`config.mk`:
```
export PLATFORM = sky130hd
export DESIGN_NAME = apb_const_responder
export DESIGN_NICKNAME = d
export VERILOG_FILES = /design/src/rtl/apb_const_pkg.sv /design/src/rtl/apb_const_regfile.sv /design/src/rtl/apb_const_responder.sv
export SDC_FILE = /design/constraint.sdc
export NUM_CORES = 1
export LEC_CHECK = 0
export CAP_MARGIN = 20
export CORE_MARGIN = 5
export CORE_UTILIZATION = 44
export DETAILED_ROUTE_END_ITERATION = 12
export GPL_ROUTABILITY_DRIVEN = 1
export PLACE_DENSITY = 0.66
export SYNTH_ARGS = -nofsm -noshare
export SYNTH_HDL_FRONTEND = slang
export SYNTH_SLANG_ARGS = --single-unit
```
`constraint.sdc`:
```
create_clock -name pclk -period 2.4 [get_ports pclk]
set_input_delay 0.72 -clock pclk [delete_from_list [all_inputs] [get_ports pclk]]
set_output_delay 0.72 -clock pclk [all_outputs]
set_load 0.005 [all_outputs]
```
`src/rtl/apb_const_pkg.sv`:
```
// Shared definitions for the APB constant responder: address window, register
// indices, the constant words it serves, and the transfer FSM state type.
package apb_const_pkg;

  localparam logic [31:0] BASE_DEFAULT = 32'h7000_0000;

  localparam logic [3:0] IDX_PI_HI    = 4'd0;
  localparam logic [3:0] IDX_PI_LO    = 4'd1;
  localparam logic [3:0] IDX_E_HI     = 4'd2;
  localparam logic [3:0] IDX_E_LO     = 4'd3;
  localparam logic [3:0] IDX_SCRATCH  = 4'd4;
  localparam logic [3:0] IDX_WAIT_CFG = 4'd5;
  localparam logic [3:0] IDX_XFER_CNT = 4'd6;
  localparam logic [3:0] IDX_ERR_CNT  = 4'd7;

  // pi and e in 2.30 fixed point, followed by the next 32 fraction bits
  localparam logic [31:0] PI_HI_WORD = 32'hC90F_DAA2;
  localparam logic [31:0] PI_LO_WORD = 32'h2168_C234;
  localparam logic [31:0] E_HI_WORD  = 32'hADF8_5458;
  localparam logic [31:0] E_LO_WORD  = 32'hA2BB_4A9A;

  typedef enum logic [1:0] {
    S_IDLE = 2'd0,
    S_WAIT = 2'd1,
    S_DONE = 2'd2
  } state_e;

  function automatic logic is_ro(input logic [3:0] idx);
    logic ro;
    case (idx)
      IDX_PI_HI, IDX_PI_LO, IDX_E_HI, IDX_E_LO,
      IDX_XFER_CNT, IDX_ERR_CNT: ro = 1'b1;
      default:                   ro = 1'b0;
    endcase
    return ro;
  endfunction

  // Indices 8..15 are outside the register map.
  function automatic logic req_error(input logic base_ok, input logic [3:0] idx,
                                     input logic wr);
    return (!base_ok) || idx[3] || (wr && is_ro(idx));
  endfunction

endpackage

```
`src/rtl/apb_const_regfile.sv`:
```
// Register storage (SCRATCH, WAIT_CFG) and the read multiplexer over the whole
// 8-entry register map; counters are supplied by the parent.
module apb_const_regfile
  import apb_const_pkg::*;
(
  input  logic        clk,
  input  logic        rst,
  input  logic        we,
  input  logic [3:0]  widx,
  input  logic [31:0] wdata,
  input  logic [3:0]  ridx,
  input  logic [31:0] xfer_cnt,
  input  logic [31:0] err_cnt,
  output logic [31:0] rdata,
  output logic [3:0]  wait_cfg
);

  logic [31:0] scratch_r;
  logic [3:0]  wait_cfg_r;

  // Writable register storage; only error-free writes reach here.
  always_ff @(posedge clk) begin
    if (rst) begin
      scratch_r  <= 32'h0000_0000;
      wait_cfg_r <= 4'd0;
    end else if (we) begin
      case (widx)
        IDX_SCRATCH:  scratch_r  <= wdata;
        IDX_WAIT_CFG: wait_cfg_r <= wdata[3:0];
        default: begin
          scratch_r  <= scratch_r;
          wait_cfg_r <= wait_cfg_r;
        end
      endcase
    end else begin
      scratch_r  <= scratch_r;
      wait_cfg_r <= wait_cfg_r;
    end
  end

  // Read multiplexer over the register map.
  always_comb begin
    rdata = 32'h0000_0000;
    case (ridx)
      IDX_PI_HI:    rdata = PI_HI_WORD;
      IDX_PI_LO:    rdata = PI_LO_WORD;
      IDX_E_HI:     rdata = E_HI_WORD;
      IDX_E_LO:     rdata = E_LO_WORD;
      IDX_SCRATCH:  rdata = scratch_r;
      IDX_WAIT_CFG: rdata = {28'h000_0000, wait_cfg_r};
      IDX_XFER_CNT: rdata = xfer_cnt;
      IDX_ERR_CNT:  rdata = err_cnt;
      default:      rdata = 32'h0000_0000;
    endcase
  end

  assign wait_cfg = wait_cfg_r;

endmodule

```
`src/rtl/apb_const_responder.sv`:
```
// APB slave serving four constant words plus scratch/config/counter registers,
// with a programmable wait-state count before each response.
module apb_const_responder
  import apb_const_pkg::*;
#(
  parameter logic [31:0] P_BASE = BASE_DEFAULT
) (
  input  logic        pclk,
  input  logic        preset,
  input  logic        psel,
  input  logic        penable,
  input  logic        pwrite,
  input  logic [31:0] paddr,
  input  logic [31:0] pwdata,
  output logic [31:0] prdata,
  output logic        pready,
  output logic        pslverr
);

  state_e      state_r;
  state_e      state_nx;
  logic        access_s;
  logic        start_s;
  logic        finish_s;
  logic        base_ok_s;
  logic        req_err_s;
  logic        we_s;

  logic [3:0]  cnt_r;
  logic [3:0]  idx_r;
  logic        wr_r;
  logic [31:0] wdata_r;
  logic        err_r;
  logic [31:0] prdata_r;
  logic        pready_r;
  logic        pslverr_r;
  logic [31:0] xfer_cnt_r;
  logic [31:0] err_cnt_r;

  logic [31:0] rdata_s;
  logic [3:0]  wait_cfg_s;

  assign access_s  = psel & penable;
  assign base_ok_s = (paddr[31:4] == P_BASE[31:4]);
  assign req_err_s = req_error(base_ok_s, paddr[3:0], pwrite);
  assign we_s      = finish_s & wr_r & ~err_r;

  // FSM state register.
  always_ff @(posedge pclk) begin
    if (preset) begin
      state_r <= S_IDLE;
    end else begin
      state_r <= state_nx;
    end
  end

  // Next-state logic; a dropped select during WAIT aborts without side effects.
  always_comb begin
    state_nx = state_r;
    start_s  = 1'b0;
    finish_s = 1'b0;
    case (state_r)
      S_IDLE: begin
        if (access_s) begin
          state_nx = S_WAIT;
          start_s  = 1'b1;
        end else begin
          state_nx = S_IDLE;
        end
      end
      S_WAIT: begin
        if (!access_s) begin
          state_nx = S_IDLE;
        end else if (cnt_r == 4'd0) begin
          state_nx = S_DONE;
          finish_s = 1'b1;
        end else begin
          state_nx = S_WAIT;
        end
      end
      S_DONE: begin
        if (access_s) begin
          state_nx = S_DONE;
        end else begin
          state_nx = S_IDLE;
        end
      end
      default: begin
        state_nx = S_IDLE;
      end
    endcase
  end

  // Request capture and wait-state countdown.
  always_ff @(posedge pclk) begin
    if (preset) begin
      cnt_r   <= 4'd0;
      idx_r   <= 4'd0;
      wr_r    <= 1'b0;
      wdata_r <= 32'h0000_0000;
      err_r   <= 1'b0;
    end else if (start_s) begin
      cnt_r   <= wait_cfg_s;
      idx_r   <= paddr[3:0];
      wr_r    <= pwrite;
      wdata_r <= pwdata;
      err_r   <= req_err_s;
    end else if ((state_r == S_WAIT) && (cnt_r != 4'd0)) begin
      cnt_r   <= cnt_r - 4'd1;
    end else begin
      cnt_r   <= cnt_r;
    end
  end

  // Response outputs; prdata is captured once at completion and held in DONE.
  always_ff @(posedge pclk) begin
    if (preset) begin
      prdata_r  <= 32'h0000_0000;
      pready_r  <= 1'b0;
      pslverr_r <= 1'b0;
    end else begin
      pready_r  <= (state_nx == S_DONE);
      pslverr_r <= (state_nx == S_DONE) & err_r;
      if (finish_s) begin
        prdata_r <= err_r ? 32'h0000_0000 : rdata_s;
      end else if (state_nx == S_DONE) begin
        prdata_r <= prdata_r;
      end else begin
        prdata_r <= 32'h0000_0000;
      end
    end
  end

  // Transfer and error counters; the read mux sees the pre-increment value.
  always_ff @(posedge pclk) begin
    if (preset) begin
      xfer_cnt_r <= 32'h0000_0000;
      err_cnt_r  <= 32'h0000_0000;
    end else if (finish_s) begin
      xfer_cnt_r <= xfer_cnt_r + 32'd1;
      err_cnt_r  <= err_r ? (err_cnt_r + 32'd1) : err_cnt_r;
    end else begin
      xfer_cnt_r <= xfer_cnt_r;
      err_cnt_r  <= err_cnt_r;
    end
  end

  apb_const_regfile u_regfile (
    .clk      (pclk),
    .rst      (preset),
    .we       (we_s),
    .widx     (idx_r),
    .wdata    (wdata_r),
    .ridx     (idx_r),
    .xfer_cnt (xfer_cnt_r),
    .err_cnt  (err_cnt_r),
    .rdata    (rdata_s),
    .wait_cfg (wait_cfg_s)
  );

  assign prdata  = prdata_r;
  assign pready  = pready_r;
  assign pslverr = pslverr_r;

endmodule
```
==> out/summary.txt, run 1 <==
Post-synth top area cell - dfxtp_1
CP Launch Type - input pin
Setup TNS Final - 0 ps
FF-to-FF Start - cnt_r[0]$_SDFFE_PP0P_
Core Area - 17,800 um^2
Sw power - 1.53 mW
IO Port Bufs - 102
Routed WL - 22,900 um
Power share of the combinational group - 0.068
Chip Height - 144 um
Leakage - 3.46 nW
Final Util - 0.567
Synthesized instance count - 980
TritonCTS Buffers - 17
Synth Net Count - 1,053
Core Rows - 49
Number of enable flip-flop cells after synthesis - 0
Mapped Area - 7890 um^2
Worst VDD drop - 0.451 mV
Fillers - 1,658
DRC viols - 0
Clock Path Buffers - 2
Power after layout - 6.36 mW
Skew final - 9.65 ps
Status - complete, no violations
P per Cell Area - 631 nW/um^2
Synth cell count leaders - 195 x nand2_1, 178 x dfxtp_1, 111 x a21oi_1, 91 x nor2_1, 55 x clkbuf_1
Hold depth - 2
RSZ-0062 raised after global routing - no
Final std cell area, no fill - 10,100 um^2
CP Launch Point - psel
Vias in the first global route - 6,730
Worst hold path type - register to register
Fraction of layout cells with a size suffix above 1 - 0.0887
Hold_sp - u_regfile.scratch_r[24]$_SDFFE_PP0P_
Total global-route track usage - 0.225
Setup Buffers After CTS - 0
First-pass DRT Iterations - 6
Hpwl dp - 16,700 um
Yosys Warn Count - 0
Hold-fix buffers, CTS - 0
Relative slew slack - 0.451
Clock root cell - clkbuf_16
Hold endpoint - u_regfile.scratch_r[24]$_SDFFE_PP0P_
Top post-synthesis cells by area - dfxtp_1 45%, nand2_1 9.3%, a21oi_1 7.0%
Diodes inserted - 0
Max Clk Rate - 0.441 GHz
Clk_lat worst skew - 430 ps
Slew Limit Fails - 0
Number of routed nets with antenna violations - 0
Die ar. - 20,700 um^2
TritonCTS clock tree - built
DR WL/cell - 17.2 um
Initial core utilization - 0.444
Sequential fraction of the synthesis area - 0.452
Total of max-cap violations - 0
Largest net degree at the start of global routing - 95
DRT iter0 DRCs - 612
# setup viols final - 0
Via count - 7,376
Yosys top cell area share - 0.452
Critical path type - input pin to register
Worst Reg-to-Reg Cells - 8
Worst EP arrival - 2580 ps
DP Area - 9460 um^2
Global-route wire length before repair - 36,400 um
Area delta synth->final - 27.9%
Final-stage net count - 1,165
Worst path required time - 2710 ps
Worst Hold Slack - 454 ps
Top FF cell, synth - dfxtp_1
Net Sw Frac - 0.241
Routability cong. - 0.941
CP max FO - 6
Final Cycle Share - 0.946
Part of the power in the clock network - 0.458
Yosys reg bits - 178
Library cells used by synthesis - 53
Num ports - 103
Die X - 144 um
GRT Residual Overflow - 0
Least-Margin Pin Slew - 821 ps
Endpoints failing hold - 0
Post-synth ARST share - 0
Worst setup EP type - register
Clock Sink Count - 178
H-tree levels - 4
R2R Path End - xfer_cnt_r[29]$_SDFFE_PP0P_
Share of power burned in registers - 0.474
Cell Int Power - 4.83 mW
Vias per cell - 5.53
Clk pin slew, worst setup/hold paths - 70 ps
Final min period - 2270 ps
Worst R2R Setup Slack - 170 ps
Most frequent cell after synthesis - nand2_1
Number of antenna violations at the first check in global routing - 0
Syn avg cell area - 8.05 um^2
worst max-delay path: stages:
cell and delay [ps]:
clkdlybuf4s50_1 520, and4b_1 340, buf_4 180, nand3_1 200, nor4_1 400, xnor2_1 170, nor2_1 50
layout by cell type, fill, tap and decap left out, drive strengths merged, types with 6 or more instances in the layout:
master         count
nand2            195
dfxtp            178
a21oi            111
clkdlybuf4s50    101
nor2              91
buf               58
nand3             33
xnor2             27
xor2              27
o21ai             26
nand4             24
a22o              23
a22oi             21
nor4              20
clkbuf            19
inv               19
and3              14
nor3              14
and4              10
or3                9
or4                6
o31ai              6
nor2b              6
how the worst max path moves through the flow:
stage	end	slack, ps
global placement	err_cnt_r[31]$_SDFFE_PP0P_	-230
detailed placement	err_cnt_r[31]$_SDFFE_PP0P_	-280
global route	u_regfile.scratch_r[31]$_SDFFE_PP0P_	10
CTS	xfer_cnt_r[28]$_SDFFE_PP0P_	90
floorplan	prdata[11]$_SDFFE_PP0P_	210
finish	err_cnt_r[31]$_SDFFE_PP0P_	130
metrics by stage:
step,worst slack (ps),instances
2_1_floorplan,210,980
3_3_place_gp,-230,1302
3_5_place_dp,-283,1302
4_1_cts,86.6,1334
5_1_grt,11.6,1334
6_report,131,1334
layer usage:
metal,routed length [um],part of all wire,track usage,vias to the layer above
li1,-,-,-,3665
met1,10700,0.46,0.326,3403
met2,10100,0.44,0.331,277
met3,1690,0.074,0.0416,31
met4,525,0.023,0.0842,0
met5,0,0,0,-
layout make-up:
type                            instances  area (um^2)  share of cell area
Clock buffer                           19          453              0.0449
Clock inverter                         13          168              0.0166
Inverter                               12         45.0             0.00446
Multi-Input combinational cell        724         4040               0.400
Sequential cell                       178         3560               0.353
Tap cell                              229          287              0.0284
Timing Repair Buffer                  159         1530               0.152
flip-flops by register name, indices dropped and copies added (netlist names):
signal               flops
err_cnt_r               32
prdata                  32
u_regfile.scratch_r     32
wdata_r                 32
xfer_cnt_r              32
cnt_r                    4
idx_r                    4
u_regfile.wait_cfg       4
state_r                  2
err_r                    1
pready                   1
pslverr                  1
wr_r                     1
power by group through the flow:
stage               Clock, mW  Sequential, mW  Combinational, mW
global placement            0            3.08              0.424
CTS                      2.95            3.01              0.429
global route             3.08            3.02              0.469
finish                   2.92            3.01              0.431
detailed placement          0            3.08              0.428
floorplan                   0            3.07              0.205
logic make-up (layout without fill, tap and decap cells):
logic type                 count (synthesis)  after routing  share of synthesized area
and+or+nand+nor                          447            447                      0.268
xor gates and xnor gates                  54             54                     0.0600
muxes                                      6              6                    0.00793
buffers and inverters                     78            203                     0.0392
AOI/OAI and AO/OA                        213            213                      0.167
adders and majority gates                  4              4                    0.00635
DFF                                      178            178                      0.452
timing repair:
| action | 4_1_cts | 5_1_grt |
|---|---|---|
| resized for setup | 0 | 2 |
| setup endpoints to repair | 0 | 27 |
| hold endpoints to repair | 0 | 0 |
Power figures use the tool's default switching activity.
==> run 2: changes to the inputs <==
--- a/config.mk
+++ b/config.mk
@@ -11,6 +11,7 @@
 export DETAILED_ROUTE_END_ITERATION = 12
 export GPL_ROUTABILITY_DRIVEN = 1
 export PLACE_DENSITY = 0.66
+export SLEW_MARGIN = 20
 export SYNTH_ARGS = -nofsm -noshare
 export SYNTH_HDL_FRONTEND = slang
 export SYNTH_SLANG_ARGS = --single-unit
==> results of run 2 <==
The final DEF is identical to that of run 1; final timing and power are the same.
==> run 3: changes to the inputs <==
--- a/config.mk
+++ b/config.mk
@@ -6,6 +6,7 @@
 export NUM_CORES = 1
 export LEC_CHECK = 0
 export CAP_MARGIN = 20
+export CORE_ASPECT_RATIO = 1.25
 export CORE_MARGIN = 5
 export CORE_UTILIZATION = 44
 export DETAILED_ROUTE_END_ITERATION = 12
==> run 3 against run 2 <==
Clock skew up 1.2 ps. Sequential cell count unchanged. Highest routed layer unchanged. Sequential share of layout area up 0.14 points. Sequential power about the same. Largest cell class unchanged. Critical endpoint is now xfer_cnt_r[26]$_SDFFE_PP0P_. Largest power group unchanged.
==> out/summary.txt, run 3 (same netlist as run 1, synthesis figures left out) <==
Vias per cell - 5.51 (-0.35%)
Die ar. - 20,700 um^2 (about the same)
Worst hold path type - register to register
Die X - 130 um (-9.8%)
TritonCTS Buffers - 17 (unchanged)
CP Buf/Inv Count - 0 (-2)
Hold endpoint - wdata_r[9]$_SDFFE_PP0P_
Total of max-cap violations - 0 (unchanged)
Power after layout - 6.27 mW (-1.5%)
DR WL/cell - 16.8 um (-2.3%)
Worst Hold Slack - 454 ps (+0.306 ps)
Hold_sp - wdata_r[9]$_SDFFE_PP0P_
Clock Sink Count - 178 (unchanged)
IO Port Bufs - 102 (unchanged)
Delay-heaviest family, CP - simple AND/OR/NAND/NOR gates
Total global-route track usage - 0.217 (-0.00714)
Worst Reg-to-Reg Cells - 4 (-4)
DP Area - 9440 um^2 (-0.15%)
# setup viols final - 0 (unchanged)
DRC viols - 0 (unchanged)
Slew Limit Fails - 0 (unchanged)
Leakage - 3.44 nW (-0.63%)
Pre-CTS setup slack - -252 ps (+31.4 ps)
CP max FO - 5 (-1)
First-pass DRT Iterations - 5 (-1)
CP Cell Sequence - or4b_1 > or4_1 > or4_1 > a21oi_1
Worst VDD drop - 0.514 mV (+14%)
Critical path type - register to register
Least-Margin Pin Slew - 670 ps (-151 ps)
Final Non-Filler Cells - 1,328 (-0.45%)
Clk pin slew, worst setup/hold paths - 70 ps (about the same)
R2R Path End - xfer_cnt_r[26]$_SDFFE_PP0P_
Worst path required time - 2760 ps (+50 ps)
Max Clk Rate - 0.448 GHz (+1.7%)
Hold-fix buffers, CTS - 0 (unchanged)
Most common cell after layout, fill and taps aside - nand2_1
H-tree levels - 4 (unchanged)
Skew final - 10.8 ps (+1.17 ps)
Status - complete, no violations
Worst EP arrival - 2590 ps (about the same)
Most frequent cells in the layout - 195 x nand2_1, 178 x dfxtp_1, 111 x a21oi_1, 101 x clkdlybuf4s50_1, 91 x nor2_1
Critical path's largest stage delay - 590 ps (+70 ps)
Routability cong. - 0.983 (+4.5%)
Vias in the first global route - 6,873 (+2.1%)
Chip Height - 160 um (+11%)
Relative slew slack - 0.552 (+0.101)
Hold depth - 2 (unchanged)
Final-stage net count - 1,164 (-0.086%)
Post-route setup slack - 168 ps (+37.6 ps)
Core Area - 17,600 um^2 (-1.2%)
Worst setup EP type - register
Num ports - 103 (unchanged)
Final min period - 2230 ps (-37.6 ps)
RSZ-0062 raised after global routing - no
Number of antenna violations at the first check in global routing - 0 (unchanged)
P per Cell Area - 624 nW/um^2 (-1.1%)
Clock root cell - clkbuf_16
Clk_lat worst skew - 430 ps (about the same)
Diodes inserted - 0 (unchanged)
Final std cell area, no fill - 10,000 um^2 (-0.40%)
Endpoints failing hold - 0 (unchanged)
CP most frequent cell - or4_1
GRT Residual Overflow - 0 (unchanged)
DRT iter0 DRCs - 528 (-14%)
Hpwl dp - 16,600 um (-0.75%)
Number of routed nets with antenna violations - 0 (unchanged)
Worst R2R Setup Slack - 170 ps (about the same)
Routed WL - 22,300 um (-2.7%)
Dpl cells - 1,296 (-0.46%)
Via count - 7,317 (-0.80%)
Global-route wire length before repair - 36,000 um (-1.1%)
Crit path max-delay cell type - or4b_1
Fraction of layout cells with a size suffix above 1 - 0.0879 (-0.000825)
Core Rows - 54 (+10%)
Clock Path Buffers - 2 (unchanged)
Final Cycle Share - 0.930 (-0.0157)
FF-to-FF Start - cnt_r[3]$_SDFFE_PP0P_
TritonCTS clock tree - built
CP Launch Type - register
Largest net degree at the start of global routing - 77 (-19%)
Initial core utilization - 0.449 (+0.00537)
Area delta synth->final - 27.4%
## run 3: worst max path at each step
stage / start / to / depth (start not counted)
floorplan: psel / prdata[11]$_SDFFE_PP0P_ / 7
global placement: psel / xfer_cnt_r[26]$_SDFFE_PP0P_ / 5
detailed placement: psel / u_regfile.scratch_r[15]$_SDFFE_PP0P_ / 8
CTS: cnt_r[0]$_SDFFE_PP0P_ / u_regfile.scratch_r[6]$_SDFFE_PP0P_ / 8
global route: cnt_r[0]$_SDFFE_PP0P_ / u_regfile.scratch_r[23]$_SDFFE_PP0P_ / 8
finish: cnt_r[3]$_SDFFE_PP0P_ / xfer_cnt_r[26]$_SDFFE_PP0P_ / 4
## run 3: worst min-delay path, cell delays in order (launching register included)
cell     delay [ps]
dfxtp_1         310
nand2_1          50
a21oi_1          50
## run 3: layout make-up
type / instances / area [um^2]
multi-input cells: 724 / 4040
flip-flops and latches: 178 / 3560
clock inverters: 15 / 168
well taps: 224 / 280
repair buffers: 158 / 1530
inverters: 12 / 45.0
clock buffers: 17 / 425
fillers: 1641 / 7520
## run 3: metal layers
layer,share of wire,wire [um],GRT usage,vias up
met1,0.44,9870,0.297,3346
met2,0.47,10400,0.343,267
met3,0.065,1450,0.0421,35
met4,0.025,567,0.0737,0
met5,0,0,0,-
li1,-,-,-,3669
## run 3: report_power, final
group | internal (mW) | leakage (nW) | total, mW | switching [mW]
sequential | 2.99 | 1.44 | 3.01 | 0.0245
combinational | 0.204 | 1.71 | 0.433 | 0.228
clock | 1.57 | 0.293 | 2.82 | 1.26
total | 4.76 | 3.44 | 6.27 | 1.51
## run 3: stage by stage
| stage | setup TNS (ps) | util |
|---|---|---|
| floorplan | 0 | - |
| global placement | -13110 | 0.537 |
| detailed placement | -17450 | 0.537 |
| CTS | 0 | 0.571 |
| global route | 0 | 0.572 |
| finish | 0 | 0.572 |
## run 3: what timing repair did
action | CTS | global route
gates resized for setup | 0 | 2
setup buffers | 0 | 0
setup endpoints to repair | 0 | 17
hold endpoints to repair | 0 | 0
